[src/rtl/if_fetch_master.sv]
// Instruction-fetch initiator: owns the PC, holds each ce/addr request until acked, and
// registers the returned instruction into IF/ID. Handles stall, flush, delay-slot branches, timeout.
module if_fetch_master #(
    parameter logic [31:0] RESET_PC = 32'h0000_0000,
    parameter int unsigned TIMEOUT  = 16,
    parameter int unsigned CNT_W    = 5
) (
    input  logic        clk,
    input  logic        rst,
    input  logic        stall_i,
    input  logic        flush_i,
    input  logic [31:0] new_pc_i,
    input  logic        branch_flag_i,
    input  logic [31:0] branch_target_i,
    output logic        rom_ce_o,
    output logic [31:0] rom_addr_o,
    input  logic [31:0] rom_inst_i,
    input  logic        rom_ack_i,
    output logic [31:0] if_pc_o,
    output logic [31:0] if_inst_o,
    output logic        if_valid_o,
    output logic        fetch_stall_req_o,
    output logic        fetch_err_o
);

    typedef enum logic [1:0] {StIdle, StWait, StErr} state_t;

    state_t            r_state;
    logic [31:0]       r_pc;
    logic [31:0]       r_if_pc;
    logic [31:0]       r_if_inst;
    logic              r_if_valid;
    logic              r_err;
    logic              r_pend;
    logic [31:0]       r_pend_target;
    logic [CNT_W-1:0]  r_cnt;

    logic              w_wait;
    logic              w_accept;
    logic [31:0]       w_next_pc;
    logic              w_misalign;

    assign w_wait     = (r_state == StWait);
    assign w_accept   = w_wait & rom_ack_i & ~stall_i & ~flush_i;
    assign w_next_pc  = branch_flag_i ? branch_target_i :
                        r_pend        ? r_pend_target   : r_pc + 32'd4;
    assign w_misalign = |w_next_pc[1:0];

    assign rom_ce_o          = w_wait;
    assign rom_addr_o        = r_pc;
    assign if_pc_o           = r_if_pc;
    assign if_inst_o         = r_if_inst;
    assign if_valid_o        = r_if_valid;
    assign fetch_err_o       = r_err;
    assign fetch_stall_req_o = w_wait & ~rom_ack_i;

    always_ff @(posedge clk or posedge rst) begin
        if (rst) begin
            r_state       <= StIdle;
            r_pc          <= RESET_PC;
            r_if_pc       <= 32'd0;
            r_if_inst     <= 32'd0;
            r_if_valid    <= 1'b0;
            r_err         <= 1'b0;
            r_pend        <= 1'b0;
            r_pend_target <= 32'd0;
            r_cnt         <= '0;
        end else if (flush_i && r_state != StErr) begin
            // Any ack in this cycle belongs to the squashed path and is dropped.
            if (|new_pc_i[1:0]) begin
                r_state <= StErr;
                r_err   <= 1'b1;
            end else begin
                r_pc    <= new_pc_i;
                r_state <= StWait;
            end
            r_if_valid <= 1'b0;
            r_if_inst  <= 32'd0;
            r_pend     <= 1'b0;
            r_cnt      <= '0;
        end else begin
            case (r_state)
                StIdle: r_state <= StWait;
                StWait: begin
                    if (w_accept) begin
                        r_if_inst  <= rom_inst_i;
                        r_if_pc    <= r_pc;
                        r_if_valid <= 1'b1;
                        r_cnt      <= '0;
                        r_pend     <= 1'b0;
                        if (w_misalign) begin
                            r_state    <= StErr;
                            r_err      <= 1'b1;
                            r_if_valid <= 1'b0;
                        end else begin
                            r_pc <= w_next_pc;
                        end
                    end else if (!stall_i) begin
                        // Branch seen before the delay slot arrived: redirect after it.
                        if (branch_flag_i) begin
                            r_pend        <= 1'b1;
                            r_pend_target <= branch_target_i;
                        end
                        if (!rom_ack_i) begin
                            if (r_cnt == CNT_W'(TIMEOUT - 1)) begin
                                r_state    <= StErr;
                                r_err      <= 1'b1;
                                r_if_valid <= 1'b0;
                            end else begin
                                r_cnt <= r_cnt + 1'b1;
                            end
                        end
                    end
                end
                default: ;
            endcase
        end
    end

endmodule

[config.mk]
export PLATFORM = sky130hd
export DESIGN_NAME = if_fetch_master
export DESIGN_NICKNAME = d
export VERILOG_FILES = /design/src/rtl/if_fetch_master.sv
export SDC_FILE = /design/constraint.sdc
export NUM_CORES = 1
export LEC_CHECK = 0
export ABC_AREA = 1
export CORE_MARGIN = 1
export CORE_UTILIZATION = 49
export CTS_CLUSTER_DIAMETER = 100
export CTS_CLUSTER_SIZE = 8
export DETAILED_ROUTE_END_ITERATION = 6
export PLACE_DENSITY = 0.82
export SYNTH_ARGS = -nofsm -noshare
export SYNTH_HDL_FRONTEND = slang
export SYNTH_SLANG_ARGS = --single-unit
[constraint.sdc]
create_clock -name clk -period 5.65 [get_ports clk]
set_clock_uncertainty 0.1 [all_clocks]
set_input_delay 0.565 -clock clk [delete_from_list [all_inputs] [get_ports clk]]
set_output_delay 0.565 -clock clk [all_outputs]
set_load 0.1 [all_outputs]
==> metrics.md, run 1 <==
| Metric | Value |
|---|---|
| Status | finished clean |
| Slew margin rel. | a little under a third |
| Final nets | 1240 |
| Global-route wire length before repair | 32900 microns |
| Sequential cell area | roughly 3500 sq um |
| Worst-path clk slew | about 60 ps |
| Die area | about 15000 sq um |
| Postcts setup bufs | 0 |
| Xor/xnor cell area share of the yosys netlist | under 10% |
| Clock root cell | clkbuf_16 |
| Post-Syn Nets | 1061 |
| Antenna Cells | 0 |
| Synth Area in Compound Gates | a little over a tenth |
| Crit share post-route | ~55% |
| RSZ-0062 raised after global routing | no |
| Worst hold path type | register to register |
| Synth cell count leaders | 329 x nand2_1, 138 x dfrtp_1, 97 x nor2_1 |
| Critical path endpoint category | register |
| Die width | about 120 microns |
| Number of synthesized flops with an enable pin | 0 |
| Cell Area, Synth | approximately 7300 sq um |
| Max-cap violations | 0 |
| Crit path kind | input pin to register |
| Multi-input logic area | 3250 sq um |
| ANT nets after route | 0 |
| Hold_buf cts | 0 |
| VDD IR-drop max | about 0.45 mV |
| GRT overflow | 0 |
| Num CTS Buffers | 17 |
| Clk buf depth | 2 |
| WL/cell | between 15 and 20 microns |
| Skew-Pair Late Insertion Delay | about 430 ps |
| Leakage power | between 4 and 5 nW |
| Adder and majority gate portion of the synthesized area | less than 1% |
| Achievable Freq | roughly 320 MHz |
| Post-synth ARST share | between 90% and 100% |
| FF+latch count, synth | ~140 |
| IO Pins | 202 |
| Synth top area cells | dfrtp_1 48%, nand2_1 17%, nor2_1 5.0% |
| Main combinational cell family by area after synthesis | simple AND/OR/NAND/NOR gates |
| Initial antenna violation count | 0 |
| Post-Synth Simple-Gate Area | approximately 30% |
| H-tree depth | 4 |
| Sequential cell area fraction in the yosys report | a little under half |
| GP Congestion | 0.951 |
| Worst-Margin Slew | around 1000 ps |
| Final Hold Viols | 0 |
| Distinct cells, synth | 42 |
| Via density | around 5.3 |
| Top FF cell, synth | dfrtp_1 |
| Clock sink count | approximately 140 |
| Hold-critical path endpoint | if_inst_o[25] |
| Initial DRC count | 650 |
| Die height | approximately 120 microns |
| Maximum number of pins on one net before global-route repair | 92 |
| Final WL | 21100 microns |
| Number of global-route vias before repair | ~6500 |
| Hold depth | 2 |
| Placeable Area | roughly 14000 sq um |
| R2R setup slack | 2680 ps |
| Crit Reg-Reg Endpoint | r_pend_target[29] |
| Final setup vio count | 0 |
| FF-to-FF path depth | 8 |
| Dpl hpwl | about 15000 microns |
| CP Launch Type | input pin |
| Post-Synthesis Cells | approximately 960 |
| Slew Viols, Final | 0 |
| Share of cells above drive strength 1 | approximately 6.7% |
| Vias | just over 7000 |
| Worst path arrival time | between 3000 and 4000 ps |
| First drt pass iteration count | 6 |
| PwrDens | roughly 630 nW/um^2 |
| Most common cell in the netlist | nand2_1 |
| Hold_sp | if_inst_o[25] |
| Worst EP required | approximately 5900 ps |
| Post-synth top area cell | dfrtp_1 |
| Top cell type's share of synthesized area | 47.6% |
| Mux cell area share after synthesis | between 1.5 and 2% |
| Row count | 44 |
| Residual DRC | 0 |
| GRT Total Usage | between 20% and 30% |
| Synth-to-Final Area Change | 36.9% |
| Tmin final | 3140 ps |
| Resized Gates After CTS | 0 |
| Post-Route Utilization | 68.6% |
| Reg2Reg Launch Point | r_state[0] |
| Fillcell total | ~1100 |
| Synth Warn # | 0 |
| CTS tree | yes |
| Port bufs | around 200 |
| Syn Area/Cell | between 7 and 8 sq um |
| Crit Path Max Fanout | between 60 and 70 |
| Starting density of the core | 50.1% |
| Setup TNS | 0 ps |
[cell usage in the layout, fill, tap and decap left out, drive strengths merged]
| cell | synthesis | final |
|---|---|---|
| bufinv | 0 | 5 |
| and2 | 3 | 3 |
| a21oi | 56 | 56 |
| o21ai | 76 | 76 |
| a21boi | 1 | 1 |
| o31ai | 1 | 1 |
| clkinv | 1 | 3 |
| mux2 | 9 | 9 |
| o22ai | 1 | 1 |
| nand2 | 334 | 334 |
| clkdlybuf4s50 | 0 | 200 |
| clkinvlp | 0 | 3 |
| nand4 | 5 | 5 |
| nor3b | 1 | 1 |
| o211ai | 7 | 7 |
| dfrtp | 138 | 138 |
| clkbuf | 21 | 21 |
| nand3 | 73 | 73 |
| ha | 3 | 3 |
| xor2 | 11 | 11 |
| nor3 | 3 | 3 |
| a31oi | 2 | 2 |
| inv | 75 | 75 |
| o311ai | 1 | 1 |
| or2 | 1 | 1 |
| nor2 | 106 | 106 |
| buf | 26 | 7 |
| o21a | 1 | 1 |
[where the power goes]
| group | leakage, nW | internal [mW] | switching (mW) |
|---|---|---|---|
| Sequential | 1.76 | 1.34 | 0.354 |
| Combinational | 2.69 | 0.808 | 2.57 |
| Clock | 0.312 | 0.817 | 0.424 |
| Total | 4.76 | 2.96 | 3.34 |
[layout make-up]
type	instances	share of cell area [%]
tap	184	2.32
clock buffer	21	4.73
sequential	138	34.8
multi-input combinational	695	32.7
clock inverter	10	1.91
timing repair buffer	207	20.7
inverter	76	2.96
[worst max-delay path by stage]
stage                        from                end  slack, ps  depth (start not counted)
after global placement    stall_i   r_pend_target[4]       2130                          7
final                     stall_i  r_pend_target[29]       2510                          7
after detailed placement  stall_i  r_pend_target[29]       2080                          7
after CTS                 stall_i  r_pend_target[29]       2520                          7
after global routing      stall_i  r_pend_target[29]       2250                          7
after floorplan               rst        fetch_err_o       1290                          1
[state kept, by name, indices dropped and copies added, names as in the netlist]
name,flops
if_inst_o,32
r_pend_target,32
fetch_err_o,1
rom_addr_o,32
if_pc_o,32
r_state,2
r_cnt,5
if_valid_o,1
r_pend,1
[cell families (layout without fill, tap and decap cells)]
| logic type | Yosys count | count (layout) |
|---|---|---|
| fa+ha+maj | 3 | 3 |
| xor+xnor | 11 | 11 |
| compound gates | 146 | 146 |
| flops | 138 | 138 |
| mux | 9 | 9 |
| buf+inv | 123 | 314 |
| simple gates | 526 | 526 |
[per-stage QoR]
stage | instances | total power, mW | area (sq um) | hold slack [ps] | setup slack, ps
4_1_cts | 1331 | 6.27 | 9940 | 372 | 2520
3_3_place_gp | 1300 | 4.97 | 9280 | 353 | 2130
6_report | 1331 | 6.31 | 9940 | 369 | 2510
2_1_floorplan | 956 | 4.16 | 7260 | 345 | 1290
3_5_place_dp | 1300 | 5.02 | 9280 | 358 | 2080
5_1_grt | 1331 | 6.57 | 9940 | 390 | 2250
[worst max-delay path, stage by stage]
cell	delay [ps]
clkdlybuf4s50_1	500
inv_1	90
nand4_4	500
nand2_4	160
inv_4	360
nand3_4	600
mux2_4	510
[layer usage]
layer	GRT usage [%]	share of wire, %	up-vias
li1	-	-	3402
met1	40.6	43	3331
met2	42.3	46	344
met3	6.41	8.5	39
met4	10.1	2.4	2
met5	0	0.13	-
No activity file was read; power rests on OpenSTA's default activity.
==> run 2: changes to the inputs <==
- CORE_UTILIZATION: 49 -> 44
- PLACE_DENSITY: 0.82 -> 0.78
- clock period: 5.65 -> 2.61 ns (I/O delays scaled with it)
==> run 2 against run 1 <==
Core utilization decreased by 7.4 points. Hold slack worse by 290 ps. Critical path depth is 1 higher. Sequential cell count unchanged. Wire length rose by 2.5%. Final cell count rose by 3.2%. Clock power up 100%. Critical endpoint is now r_pend_target[14]. Largest cell class unchanged. Highest routed layer is now met4.
==> metrics.md, run 2 (synthesis results as in run 1) <==
| Metric | Value |
|---|---|
| Status | finished clean |
| Final Hold Viols | 0 (unchanged) |
| Slew margin rel. | 63.3% (+32 points) |
| Commonest non-fill, non-tap cell in the layout | nand2_1 |
| Worst path arrival time | 2560 ps (-780 ps) |
| Crit Path Max Fanout | 37 (-39%) |
| Setup ws final | 298 ps (-2220 ps) |
| Die height | 130 microns (+5.4%) |
| WL/cell | 15.8 microns (-0.62%) |
| Placeable Area | 16000 sq um (+11%) |
| H-tree depth | 4 (unchanged) |
| Leakage power | 4.94 nW (+3.8%) |
| Final setup vio count | 0 (unchanged) |
| Row count | 46 (+4.5%) |
| Pre-CTS setup slack | 54.7 ps (-2030 ps) |
| Postcts setup bufs | 0 (unchanged) |
| Maximum number of pins on one net before global-route repair | 61 (-34%) |
| ANT nets after route | 0 (unchanged) |
| Design area | 9790 sq um (-1.4%) |
| Resized Gates After CTS | 0 (unchanged) |
| Final WL | 21700 microns (+2.5%) |
| Clock sink count | 138 (unchanged) |
| Slew Viols, Final | 0 (unchanged) |
| GRT overflow | 0 (unchanged) |
| IO Pins | 202 (unchanged) |
| Worst-path clk slew | 60 ps (about the same) |
| Die width | 130 microns (+5.4%) |
| Skew-Pair Late Insertion Delay | 430 ps (about the same) |
| Synth-to-Final Area Change | 34.9% |
| Via density | 5.15 (-3.7%) |
| Cell area after placement | 9170 sq um (-1.1%) |
| Die area | 17000 sq um (+11%) |
| Vias | 7071 (-0.66%) |
| Crit path kind | register to register |
| PwrDens | 1360 nW/um^2 (+110%) |
| CP Launch Type | register |
| Num CTS Buffers | 17 (unchanged) |
| First drt pass iteration count | 6 (unchanged) |
| WHS | 78.1 ps (-291 ps) |
| Port bufs | 201 (unchanged) |
| Worst-Margin Slew | 549 ps (-475 ps) |
| Dpl hpwl | 15900 microns (+7.6%) |
| Final nets | 1249 (+0.73%) |
| Global-route wire length before repair | 33300 microns (+0.97%) |
| CTS tree | yes |
| Most frequent cells in the layout | 329 x nand2_1, 138 x dfrtp_1, 112 x buf_4 |
| Antenna Cells | 0 (unchanged) |
| Residual DRC | 0 (unchanged) |
| Critical path endpoint category | register |
| Share of cells above drive strength 1 | 16.3% (+9.6 points) |
| Achievable Freq | approximately 430 MHz |
| Worst hold path type | input pin to async pin |
| Worst EP required | 2850 ps (-3000 ps) |
| GRT Total Usage | 25.9% (-2.5 points) |
| Number of global-route vias before repair | 6335 (-2.5%) |
| Initial antenna violation count | 0 (unchanged) |
| Initial DRC count | 562 (-14%) |
| Starting density of the core | 45.4% (-4.8 points) |
| Setup TNS | 0 ps (unchanged) |
| Max-cap violations | 0 (unchanged) |
| GP Congestion | 0.902 (-5.2%) |
| Hold_buf cts | 0 (unchanged) |
| Clock root cell | clkbuf_16 |
| Crit share post-route | about nine tenths |
| VDD IR-drop max | 1.13 mV (+150%) |
| Clk buf depth | 2 (unchanged) |
| Tmin final | between 2000 and 2500 ps |
| RSZ-0062 raised after global routing | no |
## run 2: cell types whose count changed in the layout (fill, tap and decap cells not counted)
cell	previous run	this run
nor2_2	7	8
buf_12	0	3
buf_4	6	112
clkdlybuf4s50_1	200	100
bufinv_16	5	3
nor2_1	97	96
clkinvlp_4	3	6
inv_6	1	2
clkbuf_1	1	0
clkinv_2	1	2
clkbuf_8	3	2
## run 2: metrics by stage
step	total power, mW	util (%)	cells
floorplan	9.01	-	956
global placement	10.7	57.3	1341
detailed placement	10.8	57.3	1341
CTS	13.3	61.2	1373
global route	13.9	61.2	1373
finish	13.4	61.2	1373
## run 2: final timing paths
check | end | start | slack [ps] | depth (start not counted)
worst max-delay path | r_pend_target[14] | r_state[0] | 300 | 8
worst min-delay path | if_inst_o[2] | rst | 80 | 2
worst max register to register | r_pend_target[14] | r_state[0] | 300 | 8
worst min register to register | if_inst_o[24] | if_inst_o[24] | 370 | 2
max in group asynchronous | r_pend_target[10] | rst | 1790 | 3
min in group clk | rom_addr_o[8] | branch_flag_i | 250 | 6
## run 2: per-layer routing
layer | up-vias | part of all wire (%) | routed length (microns) | track usage (%)
met5 | - | 0 | 0 | 0
met4 | 0 | 2.2 | 470 | 9.06
met3 | 35 | 7.2 | 1550 | 6.15
met2 | 302 | 46 | 9870 | 38.8
met1 | 3310 | 45 | 9780 | 36.7
li1 | 3424 | - | - | -
## run 2: worst max-delay path: stages (launching register included)
cell,delay [ps]
dfrtp_1,400
nor2_2,150
nor2_2,60
clkinv_2,100
nand2_4,90
inv_4,330
nand3_4,450
buf_4,340
a21oi_1,190
## run 2: power by group
group          switching (mW)  internal [mW]  total (mW)
combinational            5.56           1.60        7.16
sequential              0.765           2.90        3.66
clock                   0.965           1.56        2.52
total                    7.29           6.06        13.4
## run 2: area by class of cell
| cell class | instances | area (sq um) |
|---|---|---|
| Clock inverter | 13 | 168 |
| Clock buffer | 19 | 453 |
| Timing Repair Buffer | 216 | 1910 |
| Tap cell | 216 | 270 |
| Multi-Input combinational cell | 695 | 3250 |
| Fill cell | 1437 | 6210 |
| Inverter | 76 | 293 |
| Sequential cell | 138 | 3450 |
